--- config.mk ---
export PLATFORM = sky130hd
export DESIGN_NAME = mod12_seq_ctrl
export DESIGN_NICKNAME = d
export VERILOG_FILES = /design/src/rtl/mod12_pkg.sv /design/src/rtl/mod12_seq_cnt.sv /design/src/rtl/mod12_seq_ctrl.sv
export SDC_FILE = /design/constraint.sdc
export NUM_CORES = 1
export LEC_CHECK = 0
export CAP_MARGIN = 10
export CORE_MARGIN = 2
export CORE_UTILIZATION = 56
export CTS_CLUSTER_DIAMETER = 200
export DETAILED_ROUTE_END_ITERATION = 10
export PLACE_DENSITY = 0.84
export REMOVE_ABC_BUFFERS = 1
export SYNTH_ARGS = -nofsm -noshare
export SYNTH_HDL_FRONTEND = slang
export SYNTH_SLANG_ARGS = --single-unit
--- constraint.sdc ---
create_clock -name clk -period 4.03 [get_ports clk]
set_input_delay 0.806 -clock clk [delete_from_list [all_inputs] [get_ports clk]]
set_output_delay 0.806 -clock clk [all_outputs]
set_load 0.03 [all_outputs]
--- src/rtl/mod12_pkg.sv ---
// Shared types and constants for the MOD-12 sequencing controller and its counter.
package mod12_pkg;

  typedef enum logic [2:0] {
    S_IDLE = 3'd0,
    S_LOAD = 3'd1,
    S_RUN  = 3'd2,
    S_HOLD = 3'd3,
    S_DONE = 3'd4
  } state_e;

  localparam int DEF_MOD = 12;
  localparam int DEF_CW  = 4;
  localparam int CNT_MAX = DEF_MOD - 1;

endpackage

--- src/rtl/mod12_seq_cnt.sv ---
// Loadable modulo-MOD up counter; wrap is a registered pulse aligned with the MOD-1 -> 0 step.
module mod12_seq_cnt
  import mod12_pkg::*;
#(
  parameter int MOD = DEF_MOD,
  parameter int CW  = DEF_CW
) (
  input  logic          clk,
  input  logic          rst,
  input  logic          ld,
  input  logic          en,
  input  logic [CW-1:0] d,
  output logic [CW-1:0] q,
  output logic          wrap
);

  localparam logic [CW-1:0] LAST = CW'(MOD - 1);

  logic [CW-1:0] q_d;
  logic          wrap_d;

  always_comb begin
    q_d    = q;
    wrap_d = 1'b0;
    if (ld) begin
      q_d = d;
    end else if (en) begin
      if (q == LAST) begin
        q_d    = '0;
        wrap_d = 1'b1;
      end else begin
        q_d = q + CW'(1);
      end
    end
  end

  always_ff @(posedge clk or posedge rst) begin
    if (rst) begin
      q    <= '0;
      wrap <= 1'b0;
    end else begin
      q    <= q_d;
      wrap <= wrap_d;
    end
  end

endmodule

--- src/rtl/mod12_seq_ctrl.sv ---
// Sequencing controller: captures a start command, drives the counter's load/enable,
// counts laps and reports done/err with registered outputs.
module mod12_seq_ctrl
  import mod12_pkg::*;
#(
  parameter int MOD = DEF_MOD,
  parameter int CW  = DEF_CW,
  parameter int LW  = 4
) (
  input  logic          clk,
  input  logic          rst,
  input  logic          start,
  input  logic          abort,
  input  logic          hold,
  input  logic          tick,
  input  logic [CW-1:0] init_val,
  input  logic [LW-1:0] laps,
  input  logic          auto_reload,
  output logic [CW-1:0] count,
  output logic          wrap,
  output logic          busy,
  output logic          done,
  output logic          err
);

  localparam logic [CW:0]   MOD_V = (CW+1)'(MOD);
  localparam logic [CW-1:0] LAST  = CW'(MOD - 1);

  state_e        state_q;
  logic [CW-1:0] init_cap_q;
  logic [LW-1:0] laps_cap_q;
  logic [LW-1:0] lap_cnt_q;
  logic          busy_q;
  logic          done_q;
  logic          err_q;

  logic          cnt_ld;
  logic          cnt_en;
  logic [CW-1:0] cnt_d;
  logic          start_ok;
  logic          bad_cnt;
  logic          wrap_evt;
  logic          lap_hit;

  assign start_ok = start && ({1'b0, init_val} < MOD_V);
  // An out-of-range count in RUN is cleared through the load path so no wrap is reported.
  assign bad_cnt  = {1'b0, count} >= MOD_V;
  assign wrap_evt = (state_q == S_RUN) && !abort && !hold && tick && !bad_cnt && (count == LAST);
  assign lap_hit  = (laps_cap_q != '0) && (lap_cnt_q == laps_cap_q - LW'(1));

  always_comb begin
    cnt_ld = 1'b0;
    cnt_en = 1'b0;
    cnt_d  = '0;
    case (state_q)
      S_LOAD: begin
        cnt_ld = 1'b1;
        cnt_d  = abort ? '0 : init_cap_q;
      end
      S_RUN: begin
        if (abort || bad_cnt) cnt_ld = 1'b1;
        else if (!hold && tick) cnt_en = 1'b1;
      end
      S_HOLD:  cnt_ld = abort;
      default: ;
    endcase
  end

  mod12_seq_cnt #(.MOD(MOD), .CW(CW)) u_cnt (
    .clk  (clk),
    .rst  (rst),
    .ld   (cnt_ld),
    .en   (cnt_en),
    .d    (cnt_d),
    .q    (count),
    .wrap (wrap)
  );

  always_ff @(posedge clk or posedge rst) begin
    if (rst) begin
      state_q    <= S_IDLE;
      init_cap_q <= '0;
      laps_cap_q <= '0;
      lap_cnt_q  <= '0;
      busy_q     <= 1'b0;
      done_q     <= 1'b0;
      err_q      <= 1'b0;
    end else begin
      done_q <= 1'b0;
      err_q  <= 1'b0;
      case (state_q)
        S_IDLE: begin
          if (start_ok) begin
            init_cap_q <= init_val;
            laps_cap_q <= laps;
            busy_q     <= 1'b1;
            state_q    <= S_LOAD;
          end else if (start) begin
            err_q <= 1'b1;
          end
        end
        S_LOAD: begin
          lap_cnt_q <= '0;
          if (abort) begin
            busy_q  <= 1'b0;
            state_q <= S_IDLE;
          end else begin
            state_q <= S_RUN;
          end
        end
        S_RUN: begin
          if (abort) begin
            lap_cnt_q <= '0;
            busy_q    <= 1'b0;
            state_q   <= S_IDLE;
          end else if (hold) begin
            state_q <= S_HOLD;
          end else if (wrap_evt) begin
            if (lap_cnt_q != '1) lap_cnt_q <= lap_cnt_q + LW'(1);
            if (lap_hit) begin
              done_q  <= 1'b1;
              state_q <= S_DONE;
            end
          end
        end
        S_HOLD: begin
          if (abort) begin
            lap_cnt_q <= '0;
            busy_q    <= 1'b0;
            state_q   <= S_IDLE;
          end else if (!hold) begin
            state_q <= S_RUN;
          end
        end
        S_DONE: begin
          if (abort || !auto_reload) begin
            busy_q  <= 1'b0;
            state_q <= S_IDLE;
          end else begin
            state_q <= S_LOAD;
          end
        end
        default: begin
          busy_q  <= 1'b0;
          state_q <= S_IDLE;
        end
      endcase
    end
  end

  assign busy = busy_q;
  assign done = done_q;
  assign err  = err_q;

endmodule

; Yosys cells after proc, flatten, opt, wreduce, memory -nomap -nowiden
; Cells that the tools add are included.
[totals]
regBits = 23
latchBits = 0
ram_bits = 0
rom_bits = 0
input_bits = 15
out_inout_bits = 8
elab_cells = 95
mem_count = 0
[op_classes]
addsub = 3
multipliers = 0
div_mod_pow = 0
order_cmp = 2
eq_ne = 17
n_shift = 0
muxes = 41
bitwise = 0
reduce_logical = 23
[ops]
columns = op, n
row1 = 4-bit 2-to-1 mux, 10
row2 = 3-bit 2-to-1 mux, 7
row3 = 1-bit 2-to-1 mux, 19
row4 = 3-bit case mux with 5 select lines, 1
row5 = "4-bit inequality test, second input constant", 3
row6 = 4-bit case mux with 3 select lines, 1
row7 = "3-bit inequality test, second input constant", 3
row8 = "4-bit by 1-bit adder with 4-bit output, second input constant", 2
row9 = 1-bit logical AND, 8
row10 = "3-bit by 2-bit == test with 1-bit output, second input constant", 2
row11 = "2-bit inequality test, second input constant", 3
row12 = 1-bit case mux with 3 select lines, 2
row13 = 5-bit AND reduction, 1
row14 = 4-bit == test, 1
row15 = "4-bit == test, second input constant", 1
row16 = "4-bit >= comparator, second input constant", 1
row17 = 1-bit zero test, 4
row18 = "4-bit less-than comparator, second input constant", 1
row19 = 4-bit AND reduction, 1
row20 = 4-bit nonzero test, 1
row21 = "4-bit by 1-bit subtractor with 4-bit output, second input constant", 1
row22 = "3-bit by 1-bit == test with 1-bit output, second input constant", 1
row23 = "3-bit == test, second input constant", 1
row24 = 3-bit zero test, 1
row25 = other kinds (9), 10

; Logic depth before layout (Yosys ltp)
[logic_depth]
word_depth = 10
mapped_depth = 7

; Cells and area by module
; From an unflattened synthesis, not the netlist that was laid out.
[unflattened]
cells_unflattened = 136
hier_area_um2 = 1347.5
[modules_own_cells]
columns = module, n_inst, cells_each, area_each_um2, seq_area_each_um2
row1 = mod12_seq_ctrl, 1, 106, 1071.0, 450.4
row2 = mod12_seq_cnt, 1, 30, 276.5, 125.1

; Worst setup path before layout
; Ideal clock, no wire load.
[synth_timing]
path_type = input -> register
startpoint = input hold
endpoint = register lap_cnt_q[0]
t_arrival_ps = 1650
required_ps = 3905
path_slack_ps = 2255
path_stages = 5
n_path_buf = 0
path_cell_list = nor2_1 -> nand3_4 -> o21ai_2 -> nand2b_2 -> mux2_4
[synth_via]
elab_chain_len = 7
word_cells_on_any_way = 8
classes_between = eq/ne: 2 / reduce/logical: 6
[synth_rtl]
columns = item, line
row1 = "start, declared", mod12_seq_ctrl.sv:14  ; input logic hold,
row2 = 1-bit zero test, -
row3 = 1-bit logical AND (4 in series), mod12_seq_ctrl.sv:48  ; assign wrap_evt = (state_q == S_RUN) && !abort && !hold && tick && !bad_cnt && (count == LAST);
row4 = 3-bit inequality test (no line), -
row5 = 5-bit AND reduction (no line) (*), -
row6 = "end signal, assigned", mod12_seq_ctrl.sv:119  ; if (lap_cnt_q != '1) lap_cnt_q <= lap_cnt_q + LW'(1);
row7 = "end, declared", mod12_seq_ctrl.sv:32  ; logic [LW-1:0] lap_cnt_q;
; Every way passes the cells marked *; elsewhere a longest branch is shown, timed or not.
; A chain may end at the register's enable or synchronous reset.

; Final worst setup path
[layout_timing]
startpoint = register u_cnt.q[2]
endpoint = output count[2]
[layout_rtl]
columns = item, line
row1 = "start, declared", mod12_seq_cnt.sv:13  ; output logic [CW-1:0] q,
row2 = "start signal, assigned", mod12_seq_cnt.sv:42  ; q <= q_d;
row3 = "end, declared", mod12_seq_ctrl.sv:19  ; output logic [CW-1:0] count,
; No word-level cell between the ends.

==> flow_metrics.env <==
export IMPL_finalClockSkew_ps=3.728
export IMPL_fin_crit_sh_pct=58.25
export IMPL_n_antenna_cell=0
export IMPL_routed_wl_um=2759
export IMPL_cp_required_ps=3220
export IMPL_ir_drop_mv=0.4188
export IMPL_grt_pass1_vias=1118
export IMPL_routed_via_density=6.086
export IMPL_run_status="complete, no violations"
export IMPL_hold_buffers=0
export IMPL_clk_pin_slew_ps=120
export IMPL_tritoncts="built"
export IMPL_hold_start="init_cap_q[2]"
export IMPL_r2r_end="busy"
export IMPL_grt_pass1_wl_um=4802
export IMPL_num_rows=17
export IMPL_worst_path_dominant_cell_family="buffers and inverters"
export IMPL_netlist_instances=136
export IMPL_wl_per_cell_um=14.75
export IMPL_nets=179
export IMPL_post_route_util_pct=71.14
export IMPL_min_path_type="reg -> reg"
export IMPL_cap_violations=0
export IMPL_yosysUniqueCellTypes=41
export IMPL_r2r_start="state_q[2]"
export IMPL_syn_area_per_cell_sq_um=9.927
export IMPL_grt_max_degree=24
export IMPL_path_cells="clkdlybuf4s50_1"
export IMPL_cts_buffers=3
export IMPL_core_area_sq_mm=0.002255
export IMPL_final_antenna_net_count=0
export IMPL_clk_latency_ps=310
export IMPL_syn_to_final_growth_pct=18.81
export IMPL_drt_pass1_iterations=4
export IMPL_path_buf_inv=1
export IMPL_worstMarginPinSlew_ps=847.9
export IMPL_grt_antenna_before_repair=0
export IMPL_cts_resized_gates=0
export IMPL_dieWidth_um=53.10
export IMPL_dp_hpwl_um=2126
export IMPL_layout_drive_gt1_share_pct=15.09
export IMPL_io_buffers=22
export IMPL_endpoint_kind="output pin"
export IMPL_reg2reg_depth=5
export IMPL_clock_path_buffers=2
export IMPL_die_area_sq_mm=0.002820
export IMPL_ff2ff_setup_slack_ps=2180
export IMPL_fmax_ghz=0.4260
export IMPL_finalSetupViolations=0
export IMPL_die_y_um=53.10
export IMPL_fin_setup_tns_ps=0
export IMPL_powerDensity_mw_per_mm2=636.7
export IMPL_whs_path_depth=1
export IMPL_grt_usage_pct=23.77
export IMPL_crit_arrival_ps=1540
export IMPL_drt_iter0_drc=41
export IMPL_cp_slowest_cell="clkdlybuf4s50_1"
export IMPL_drv_slew=0
export IMPL_yosysWarningCount=0
export IMPL_grt_ovfl_total=0
export IMPL_drc_errors=0
export IMPL_max_slew_margin_pct=43.41
export IMPL_path_max_fanout=9
export IMPL_root_buffer="clkbuf_4"
export IMPL_worstSetupStartpointType="register"
export IMPL_rsz0062_at_grt="false"
export IMPL_hold_path_end="init_cap_q[2]"
export IMPL_cpPeakStageDelay_ps=720
export IMPL_period_minus_slack_ps=2348
export IMPL_cts_sinks=23
export IMPL_cts_setup_buffers=0
export IMPL_hold_viol_final=0
export IMPL_vias=1138
export IMPL_initial_core_util_pct=59.88
export IMPL_crit_type="reg -> out"
export IMPL_p_leak_nw=0.6946
export IMPL_place_gp_congestion=0.8654
export IMPL_ys_seq_elements=23
export IMPL_pin_count=23
export IMPL_synth_area_sq_mm=0.001350
export IMPL_htreeDepth=1
export IMPL_ys_seq_area_share_pct=42.63
-- kinds of logic after synthesis --
family | count (synthesis) | share of synthesized area [%]
AOI/OAI and AO/OA | 28 | 12.98
xor gates and xnor gates | 6 | 3.893
adders and majority gates | 4 | 3.707
buffers and inverters | 9 | 3.707
DFF | 23 | 42.63
muxes | 9 | 8.897
and+or+nand+nor | 57 | 24.19
-- metal layers --
metal / GRT usage [%] / routed length, um / vias to the layer above
met5: 0 / 0 / -
met4: 11.97 / 70 / 0
met3: 3.955 / 149 / 11
met2: 40.42 / 1355 / 51
met1: 28.80 / 1183 / 544
li1: - / - / 532
-- placed cells by master (no fill, tap or decap), types with 4 or more instances in the layout --
master / Yosys / routed
nand2_1: 16 / 16
nor2_1: 15 / 15
nand3_1: 5 / 5
nor3_1: 5 / 5
dfrtp_1: 23 / 23
o21ai_0: 4 / 4
inv_1: 6 / 6
a21oi_1: 13 / 13
clkdlybuf4s50_1: 0 / 22
mux2_2: 6 / 6
ha_1: 4 / 4
-- power by group --
| group | internal [mW] | leakage (nW) | switching (mW) | total (mW) |
|---|---|---|---|---|
| clock | 0.0386 | 0.0150 | 0.0691 | 0.108 |
| sequential | 0.307 | 0.292 | 0.104 | 0.411 |
| combinational | 0.242 | 0.387 | 0.261 | 0.503 |
-- stage by stage --
| stage | setup slack (ps) | area [sq um] | std cells | power, mW | hold WS (ps) |
|---|---|---|---|---|---|
| floorplan | 2255 | 1323 | 133 | 0.7651 | 459.9 |
| global placement | 1645 | 1578 | 183 | 0.8868 | 482.6 |
| detailed placement | 1604 | 1578 | 183 | 0.9169 | 493.6 |
| CTS | 1693 | 1604 | 187 | 1.022 | 523.2 |
| global route | 1613 | 1604 | 187 | 1.101 | 551.3 |
| finish | 1682 | 1604 | 187 | 1.021 | 517.2 |
-- area by class of cell --
cell class	instances	area [sq um]
inverters	6	22.52
well taps	28	35.03
flip-flops and latches	23	575.6
fillers	191	650.6
repair buffers	22	220.2
clock buffers	4	26.28
multi-input cells	104	724.4
-- cells in the mapped netlist, drive strengths merged --
master / instances / area share, %
dfrtp: 23 / 43
nand2: 16 / 4.4
nor2: 16 / 4.6
a21oi: 14 / 5.5
mux2: 8 / 7.2
inv: 6 / 1.7
nand3: 6 / 3.2
nor3: 6 / 2.6
o21ai: 5 / 2.1
ha: 4 / 3.7
and3: 3 / 1.5
buf: 3 / 2.0
xnor2: 3 / 1.9
xor2: 3 / 1.9
o31ai: 2 / 1.1
a211o: 1 / 0.65
a21boi: 1 / 0.56
a31o: 1 / 0.65
a31oi: 1 / 0.46
a41o: 1 / 0.74
and2: 1 / 0.46
and3b: 1 / 0.74
and4: 1 / 0.65
mux2i: 1 / 1.7
nand2b: 1 / 0.65
nand4: 1 / 0.46
nand4b: 1 / 0.65
nor3b: 1 / 1.4
nor4: 1 / 0.46
nor4b: 1 / 1.8
o211ai: 1 / 0.56
o22a: 1 / 0.65
or2: 1 / 0.65
-- flip-flops by register name (all words and copies together), names as in the netlist --
register    count
state_q         3
busy            1
done            1
u_cnt.wrap      1
lap_cnt_q       4
u_cnt.q         4
init_cap_q      4
laps_cap_q      4
err             1
-- how the worst max path moves through the flow --
stage / startpoint / to / slack [ps] / cells after the start
finish: u_cnt.q[2] / count[2] / 1680 / 1
global route: u_cnt.q[3] / count[3] / 1610 / 1
CTS: u_cnt.q[3] / count[3] / 1690 / 1
detailed placement: hold / lap_cnt_q[0] / 1600 / 6
global placement: abort / u_cnt.q[0] / 1650 / 6
floorplan: hold / lap_cnt_q[0] / 2250 / 5
Power figures use the tool's default switching activity.
